**src/rtl/pc_pkg.sv**
```systemverilog
// Shared definitions for the program-counter sequencer: reset PC default and next-PC select codes.
package pc_pkg;

    localparam int unsigned PC_RESET_DEFAULT = 0;

    typedef enum logic [2:0] {
        NXT_INC,
        NXT_RED,
        NXT_CALL,
        NXT_RET,
        NXT_HOLD
    } nxt_sel_e;

endpackage

```
**src/rtl/pc_ras.sv**
```systemverilog
// Circular return-address stack; a push while full overwrites the oldest entry.
module pc_ras
    import pc_pkg::*;
#(
    parameter int unsigned DEPTH = 4,
    parameter int unsigned W     = 16
) (
    input  logic                     clk,
    input  logic                     reset,
    input  logic                     push,
    input  logic                     pop,
    input  logic [W-1:0]             din,
    output logic [W-1:0]             top,
    output logic [$clog2(DEPTH):0]   count,
    output logic                     full,
    output logic                     empty,
    output logic                     ovf,
    output logic                     unf
);

    localparam int unsigned AW = $clog2(DEPTH);

    logic [W-1:0]  mem_q [DEPTH];
    logic [AW-1:0] sp_q, sp_d;
    logic [AW:0]   cnt_q, cnt_d;
    logic          ovf_q, ovf_d;
    logic          unf_q, unf_d;
    logic [AW-1:0] top_idx;

    assign top_idx = sp_q - AW'(1);
    assign top     = mem_q[top_idx];
    assign count   = cnt_q;
    assign full    = (cnt_q == (AW+1)'(DEPTH));
    assign empty   = (cnt_q == '0);
    assign ovf     = ovf_q;
    assign unf     = unf_q;

    // When full, sp already points at the oldest entry, so a push simply overwrites it.
    always_comb begin
        sp_d  = sp_q;
        cnt_d = cnt_q;
        ovf_d = 1'b0;
        unf_d = 1'b0;
        if (pop) begin
            if (empty) begin
                unf_d = 1'b1;
            end else begin
                sp_d  = sp_q - AW'(1);
                cnt_d = cnt_q - (AW+1)'(1);
            end
        end else if (push) begin
            sp_d = sp_q + AW'(1);
            if (full) begin
                ovf_d = 1'b1;
            end else begin
                cnt_d = cnt_q + (AW+1)'(1);
            end
        end
    end

    always_ff @(posedge clk or posedge reset) begin
        if (reset) begin
            sp_q  <= '0;
            cnt_q <= '0;
            ovf_q <= 1'b0;
            unf_q <= 1'b0;
        end else begin
            sp_q  <= sp_d;
            cnt_q <= cnt_d;
            ovf_q <= ovf_d;
            unf_q <= unf_d;
        end
    end

    always_ff @(posedge clk) begin
        if (push && !pop) begin
            mem_q[sp_q] <= din;
        end
    end

endmodule

```
**src/rtl/pc_sequencer.sv**
```systemverilog
// Program-counter sequencer with redirect/stall/call/ret control.
// The return-address stack is built only when PC_RAS_EN is defined.
module pc_sequencer
    import pc_pkg::*;
#(
    parameter int unsigned PC_W      = 16,
    parameter int unsigned STEP      = 1,
    parameter int unsigned RESET_PC  = PC_RESET_DEFAULT,
    parameter int unsigned RAS_DEPTH = 4
) (
    input  logic            clk,
    input  logic            reset,
    input  logic            stall,
    input  logic            redirect,
    input  logic            call,
    input  logic            ret,
    input  logic [PC_W-1:0] target,
    output logic [PC_W-1:0] pc,
    output logic [PC_W-1:0] next_pc,
    output logic            pc_valid,
    output logic            ras_ovf,
    output logic            ras_unf
);

    logic [PC_W-1:0] pc_q;
    logic [PC_W-1:0] pc_d;
    logic [PC_W-1:0] inc_pc;
    logic [1:0]      vld_q;
    nxt_sel_e        sel;

    assign inc_pc = pc_q + PC_W'(STEP);

`ifdef PC_RAS_EN
    logic                        ras_push;
    logic                        ras_pop;
    logic [PC_W-1:0]             ras_top;
    logic [$clog2(RAS_DEPTH):0]  ras_count;
    logic                        ras_full;
    logic                        ras_empty;

    // Stack side effects only happen when neither redirect nor stall masks the op.
    assign ras_pop  = !redirect && !stall && ret;
    assign ras_push = !redirect && !stall && call && !ret;

    pc_ras #(
        .DEPTH (RAS_DEPTH),
        .W     (PC_W)
    ) u_ras (
        .clk   (clk),
        .reset (reset),
        .push  (ras_push),
        .pop   (ras_pop),
        .din   (inc_pc),
        .top   (ras_top),
        .count (ras_count),
        .full  (ras_full),
        .empty (ras_empty),
        .ovf   (ras_ovf),
        .unf   (ras_unf)
    );
`else
    assign ras_ovf = 1'b0;
    assign ras_unf = 1'b0;
`endif

    always_comb begin
        sel = NXT_INC;
        if (redirect) begin
            sel = NXT_RED;
        end else if (stall) begin
            sel = NXT_HOLD;
        end else if (ret) begin
`ifdef PC_RAS_EN
            sel = ras_empty ? NXT_INC : NXT_RET;
`else
            sel = NXT_INC;
`endif
        end else if (call) begin
`ifdef PC_RAS_EN
            sel = NXT_CALL;
`else
            sel = NXT_RED;
`endif
        end
    end

    always_comb begin
        pc_d = pc_q;
        case (sel)
            NXT_INC:  pc_d = inc_pc;
            NXT_RED:  pc_d = target;
            NXT_CALL: pc_d = target;
`ifdef PC_RAS_EN
            NXT_RET:  pc_d = ras_top;
`endif
            NXT_HOLD: pc_d = pc_q;
            default:  pc_d = pc_q;
        endcase
    end

    always_ff @(posedge clk or posedge reset) begin
        if (reset) begin
            pc_q  <= PC_W'(RESET_PC);
            vld_q <= '0;
        end else begin
            pc_q  <= pc_d;
            vld_q <= {vld_q[0], 1'b1};
        end
    end

    assign pc       = pc_q;
    assign next_pc  = pc_d;
    assign pc_valid = vld_q[1];

endmodule

```
**config.mk**
```make
export PLATFORM = sky130hd
export DESIGN_NAME = pc_sequencer
export DESIGN_NICKNAME = d
export VERILOG_FILES = /design/src/rtl/pc_pkg.sv /design/src/rtl/pc_ras.sv /design/src/rtl/pc_sequencer.sv
export SDC_FILE = /design/constraint.sdc
export NUM_CORES = 1
export LEC_CHECK = 0
export BUFFER_PORTS_ARGS = -buffer_cell sky130_fd_sc_hd__buf_2
export CAP_MARGIN = 25
export CORE_ASPECT_RATIO = 1.25
export CORE_MARGIN = 2
export CORE_UTILIZATION = 35
export CTS_CLUSTER_SIZE = 16
export DETAILED_ROUTE_END_ITERATION = 7
export PLACE_DENSITY = 0.75
export SLEW_MARGIN = 0
export SYNTH_ARGS = -nofsm -noshare
export SYNTH_HDL_FRONTEND = slang
export SYNTH_SLANG_ARGS = --single-unit
```
**constraint.sdc**
```tcl
create_clock -name clk -period 3.7 [get_ports clk]
set_clock_uncertainty 0.2 [all_clocks]
set_input_delay 0.37 -clock clk [delete_from_list [all_inputs] [get_ports clk]]
set_output_delay 0.37 -clock clk [all_outputs]
set_load 0.02 [all_outputs]
```
==> Word-level counts from Yosys, hierarchy flattened <==
Index checks and enable logic that the tools add are counted.
{ "classes": {"eq_ne": 2, "reduce_logical": 2, "mux": 5, "addsub": 1} }
{ "ops": {"columns": ["cell", "n"], "rows": [
  ["one-hot mux 16 bit (2 select lines)", 1],
  ["adder 16 x 1 -> 16 bit, second input constant", 1],
  ["two-way mux 3 bit", 2],
  ["equality test 3 x 1 -> 1 bit, second input constant", 1],
  ["equality test 3 x 2 -> 1 bit, second input constant", 1],
  ["zero test 3 bit", 1],
  ["two-way mux 1 bit", 2],
  ["OR reduction 2 bit", 1]
]} }
{ "totals": {"input_bits": 22, "wordCells": 12, "ff_bits": 18} }

==> Longest topological paths before layout <==
Gate-level depths: netlist of the first run.
{ "logic_depth": {"depth_word": 7, "ltp_mapped": 6} }

==> Worst setup path after synthesis of the first run <==
No wires, ideal clock.
{ "synth_timing": {"path_kind": "reg-to-output", "start": "reg pc_q[0] (netlist: pc[0])", "end": "out next_pc[12]", "stages_incl_launch_ff": 7, "setup_slack_ns": 1.220, "t_required_ns": 3.130, "t_arrival_ns": 1.910, "path_cell_list": "dfrtp_1 -> ha_1 -> and4_4 -> and2_4 -> buf_6 -> and4_1 -> nor3_1"} }
{ "synth_between": {"elab_chain_len": 2} }
{ "synth_lines": {"columns": ["element", "line", "text"], "rows": [
  ["start, declared", "pc_sequencer.sv:25", "logic [PC_W-1:0] pc_q;"],
  ["start signal, assigned", "pc_sequencer.sv:103", "pc_q <= PC_W'(RESET_PC);"],
  ["start signal, assigned", "pc_sequencer.sv:106", "pc_q <= pc_d;"],
  ["adder 16 x 1 -> 16 bit", "pc_sequencer.sv:31", "assign inc_pc = pc_q + PC_W'(STEP);"],
  ["one-hot mux 16 bit (2 select lines)", "pc_sequencer.sv:89", "case (sel)"],
  ["end, declared", "pc_sequencer.sv:19", "output logic [PC_W-1:0] next_pc,"]
]} }
Every way passes these cells.

==> Worst setup path after layout of the first run <==
{ "layout_timing": {"start": "reg pc_q[0] (netlist: pc[0])", "end": "out next_pc[10]"} }
The elaborated chain is that of the path after synthesis.

==> results of run 1 <==
-- per-layer routing --
layer / track usage (%) / share of wire (%) / vias up
met5: 0 / 0 / -
met3: 3.839 / 9.2 / 2
met2: 29.42 / 48 / 78
met1: 23.08 / 42 / 617
li1: - / - / 660
met4: 7.752 / 0.99 / 0
-- cell usage in the layout, fill, tap and decap left out, drive strengths merged --
master,netlist,routed
nand3,7,7
nor3,7,7
nor4,1,1
a211o,1,1
nand2b,4,4
nor2b,2,2
inv,7,7
a22oi,1,1
o21ai,9,9
conb,2,3
a2bb2oi,1,1
a32o,1,1
ha,1,1
nand4,4,4
o211a,1,1
a222oi,1,1
nor2,16,16
o32ai,1,1
a31oi,7,7
o22ai,3,3
a21oi,6,6
a311o,2,2
nand2,10,10
or3,1,1
o21bai,1,1
o2bb2ai,1,1
dfrtp,18,18
and4,5,5
and2,1,1
and3,4,4
buf,9,54
o221a,5,5
a211oi,2,2
a41oi,1,1
clkbuf,3,4
a311oi,1,1
a2111oi,2,2
-- worst max-delay path, cell delays in order, from the launching register on --
cell and delay [ns]:
dfrtp_1 0.44, ha_1 0.27, and4_4 0.22, and2_4 0.18, a311o_1 0.31, o211a_1 0.14
buf_2 0.16
-- synthesized netlist by cell type (all sizes together) --
cell type,instances
dfrtp,18
nor2,16
nand2,10
buf,9
o21ai,9
a31oi,7
inv,7
nand3,7
nor3,7
a21oi,6
and4,5
o221a,5
and3,4
nand2b,4
nand4,4
clkbuf,3
o22ai,3
a2111oi,2
a211oi,2
a311o,2
conb,2
nor2b,2
a211o,1
a222oi,1
a22oi,1
a2bb2oi,1
a311oi,1
a32o,1
a41oi,1
and2,1
ha,1
nor4,1
o211a,1
o21bai,1
o2bb2ai,1
o32ai,1
or3,1
-- area by class of cell --
class                           instances  area, sq um
Fill cell                             344         1887
Multi-Input combinational cell        113        715.7
Sequential cell                        18        450.4
Timing Repair Buffer                   54        270.3
Clock buffer                            4        55.05
Tap cell                               39        48.80
Inverter                                7        26.28
-- cell families (layout without fill, tap and decap cells) --
| family | Yosys count | count (layout) | share of synthesized area [%] |
|---|---|---|---|
| adder cells (fa/ha/maj) | 1 | 1 | 0.9959 |
| flip-flops | 18 | 18 | 35.86 |
| AO/OA/AOI/OAI | 47 | 47 | 27.79 |
| other | 2 | 3 | 0.5978 |
| AND/OR/NAND/NOR | 62 | 62 | 27.29 |
| buffers and inverters | 19 | 65 | 7.469 |
-- through the flow --
step           hold WS (ns)  cell area, sq um  instances  power, mW  setup WS (ns)
2_1_floorplan        0.1086              1260        150     0.3851          1.220
5_1_grt             0.08227              1567        235     0.6537          1.046
4_1_cts             0.05131              1567        235     0.6226          1.152
3_5_place_dp         0.1364              1511        231     0.4561          1.176
6_report            0.02285              1567        235     0.6151          1.147
3_3_place_gp         0.1330              1511        231     0.4549          1.200
-- path summary, 6_finish.rpt --
check,depth (start not counted),slack (ns),to
worst min-delay path,2,0.02,pc[5]
worst min register to register,0,0.15,vld_q[1]
min in group clk,3,0.15,pc[0]
max in group asynchronous,2,2.83,pc[14]
worst max-delay path,6,1.15,next_pc[10]
worst max register to register,5,1.81,pc[10]
-- where the power goes --
part           internal, mW  switching [mW]  leakage, nW
clock network        0.0944          0.0674       0.0288
registers             0.218          0.0320        0.209
logic                0.0719           0.131        0.475
-- state kept, by name, summed over array words and instances, names as in the netlist --
register and cells:
pc 16, vld_q 2
==> metrics.csv, run 1 <==
metric,value,unit
grt_pass1_wl,5.892,mm
rsz0062_at_grt,false,
clock_path_buffers,2,
hp-class,primary input to async pin,
status,"finished, final reports clean",
grt_start_max_net_pins,21,
synth_area_leader_cell,dfrtp_1,
period_needed,2.553,ns
fin_crit_sh,69.00,%
seq_area_frac_synth,35.86,%
cp.required,3.13,ns
cts_resized,0,
clk_pin_slew,0.07,ns
layout-drive-gt1-share,34.69,%
cts.sinks,18,
arrival,1.98,ns
fp.dieW,57.59,um
slew_viol_final,0,
yosysWarningCount,0,
final_core_util,45.36,%
wl_per_cell,15.46,um
path_max_fanout,7,
coreArea,3453,sq um
ir_drop,0.2155,mV
critPathLaunch,pc[0],
die_h,70.98,um
hold_viol_final,0,
fin_setup_tns,0,ns
totalWireLength,3.632,mm
cts_root_buf,clkbuf_8,
synth_top_area_share,35.86,%
antenna_cells,0,
port_buffers,54,
max_cap_violations,0,
netlist_instances,149,
die-area,4087,sq um
worst_pin_slew,0.7596,ns
cp-start-kind,flip-flop,
synthDistinctLibCells,47,
grt_util_all_layers,18.14,%
dr.pass1.iters,4,
endpoint_kind,output port,
htree_levels,1,
cts_tree,yes,
ctsHoldBuffers,0,
synth_area_leaders,"dfrtp_1 36%, nor2_1 4.5%, o221a_1 4.5%",
vias,1357,
clock.fmax,391.7,MHz
core.rowCount,24,
r2r-start,pc[0],
drc_errors,0,
io_pins,57,
avgViaCountPerCell,5.774,
overflow,0,
crit_type,flip-flop to output port,
antenna_found_initial,0,
grt_pass1_vias,1335,
initial_core_util,36.38,%
cts_made_buffers,3,
p_leak,0.7131,nW
nNetsFinal,220,
globalplace.congestion,0.9097,
powerDensity,392.6,nW/um^2
route.antenna.remaining_nets,0,
drt_iter0_drc,58,
area_growth_syn_to_layout,24.70,%
yosys_register_bits,18,
max_slew_margin,49.36,%
cts_setup_buffers,0,
hpwl,2.613,mm
clk_latency,0.25,ns
postSynthAreaPerCell,8.431,sq um
syn_area,1256,sq um
setup_viol,0,
Power figures use the tool's default switching activity.
==> run 2, diff against run 1 <==
==> constraint.sdc (replaced) <==
create_clock -name clk -period 2.6 [get_ports clk]
set_clock_uncertainty 0.2 [all_clocks]
set_input_delay 0.26 -clock clk [delete_from_list [all_inputs] [get_ports clk]]
set_output_delay 0.26 -clock clk [all_outputs]
set_load 0.02 [all_outputs]
==> metrics.csv, run 2 (synthesis results as in run 1) <==
metric,value,unit,change
fp.dieW,57.59,um,unchanged
ir_drop,0.2759,mV,+28%
slowest_delay,0.43,ns,about the same
clk_pin_slew,0.07,ns,about the same
grt_pass1_vias,1288,,-3.5%
htree_levels,1,,unchanged
totalWireLength,3.795,mm,+4.5%
hold_viol_final,0,,unchanged
hpwl,2.778,mm,+6.3%
wl_per_cell,15.81,um,+2.3%
cp-start-kind,flip-flop,,
grt_util_all_layers,19.27,%,+1.1 points
fin_crit_sh,93.37,%,
grt_pass1_wl,6.223,mm,+5.6%
worst_pin_slew,0.6863,ns,-0.07335 ns
antenna_cells,0,,unchanged
cts_tree,yes,,
cts_made_buffers,3,,unchanged
hp-class,primary input to flip-flop,,
period_needed,2.428,ns,
largest_register_ffs,16,,unchanged
grtUsageMet1,25.26,%,+2.2 points
cp.required,2.14,ns,-0.99 ns
clock_path_buffers,2,,unchanged
dr.pass1.iters,4,,unchanged
p_leak,0.7365,nW,+3.3%
antenna_found_initial,0,,unchanged
die_h,70.98,um,unchanged
grt_start_max_net_pins,20,,-4.8%
min-delay-start,target[0],,
status,"finished, final reports clean",,
cts_root_buf,clkbuf_8,,
cts.sinks,18,,unchanged
place_ws,0.4652,ns,-0.7107 ns
crit_type,flip-flop to output port,,
ff2ff_setup_slack,0.74,ns,-1.07 ns
endpoint_kind,output port,,
max_slew_margin,54.20,%,+4.8 points
avgViaCountPerCell,5.950,,+3.0%
vias,1428,,+5.2%
layout_common_cells,"54 x buf_2, 18 x dfrtp_1, 15 x nor2_1",,
final_cells,240,,+2.1%
slew_viol_final,0,,unchanged
min_to,pc[0],,
arrival,1.97,ns,about the same
layout-drive-gt1-share,35.82,%,+1.1 points
gr-usage-met3,2.925,%,-0.91 points
ctsHoldBuffers,1,,+1
route.antenna.remaining_nets,0,,unchanged
port_buffers,54,,unchanged
worst_slack,0.1725,ns,-0.9747 ns
grt_most_used_layer,met2,,
core.rowCount,24,,unchanged
die-area,4087,sq um,unchanged
drt_iter0_drc,47,,-19%
coreArea,3453,sq um,unchanged
hold_path_depth,3,,
cp_slowest_cell,dfrtp_1,,
drc_errors,0,,unchanged
timing.hold.ws,0.04530,ns,+0.02245 ns
area_growth_syn_to_layout,27.89,%,
grt_use_met2,31.31,%,+1.9 points
powerDensity,552.8,nW/um^2,+41%
clk_latency,0.26,ns,about the same
io_pins,57,,unchanged
path_max_fanout,7,,unchanged
nNetsFinal,225,,+2.3%
total_power,888.2,uW,+44%
final_common_cell,buf_2,,
initial_core_util,36.38,%,unchanged
rsz0062_at_grt,false,,
cts_setup_buffers,0,,unchanged
fin_setup_tns,0,ns,unchanged
r2r_cells,5,,unchanged
cts_resized,0,,unchanged
fillerInstances,350,,+1.7%
place_inst,235,,+1.7%
worstPathCellList,"ha_1, and4_4, and2_4, a311o_1, o211a_1, buf_2",,
clock.fmax,411.9,MHz,
setup_viol,0,,unchanged
timing.rr.end,pc[10],,
r2r-start,pc[0],,
globalplace.congestion,0.8714,,-4.2%
max_cap_violations,0,,unchanged
overflow,0,,unchanged
==> run 2: how the worst max path moves through the flow <==
stage | end | from | depth (start not counted) | slack (ns)
3_3_place_gp | next_pc[10] | pc[0] | 6 | 0.50
2_1_floorplan | next_pc[12] | pc[0] | 6 | 0.23
4_1_cts | next_pc[10] | pc[0] | 6 | 0.17
6_report | next_pc[10] | pc[0] | 6 | 0.17
3_5_place_dp | next_pc[12] | pc[0] | 6 | 0.47
5_1_grt | next_pc[14] | pc[0] | 6 | 0.06
==> run 2: layout make-up <==
cell class | count | area (sq um) | area share [%]
multi-input cells | 113 | 715.7 | 44.55
clock buffers | 4 | 55.05 | 3.427
flip-flops and latches | 18 | 450.4 | 28.04
inverters | 7 | 26.28 | 1.636
well taps | 39 | 48.80 | 3.037
repair buffers | 59 | 310.3 | 19.31
==> run 2: layer usage <==
| layer | vias to the layer above | share of wire, % |
|---|---|---|
| met3 | 9 | 6.7 |
| met5 | - | 0 |
| met1 | 687 | 42 |
| met4 | 0 | 2.2 |
| met2 | 67 | 49 |
| li1 | 665 | - |
==> run 2: stage by stage <==
stage	instance area, sq um	util (%)
global placement	1541	44.64
floorplan	1260	-
finish	1607	46.52
global route	1607	46.52
CTS	1607	46.52
detailed placement	1541	44.64
==> run 2: where the power goes <==
part           total (mW)  switching (mW)  leakage (nW)  internal, mW
clock               0.235           0.100        0.0288         0.135
combinational       0.297           0.190         0.499         0.107
sequential          0.356          0.0458         0.209         0.310
==> run 2: critical path: cells and delay by family, from the launching register on <==
family,cells,cell delay (ns)
buffers and inverters,1,0.16
AND/OR/NAND/NOR,2,0.40
adder cells (fa/ha/maj),1,0.27
AO/OA/AOI/OAI,2,0.45
flip-flops,1,0.43
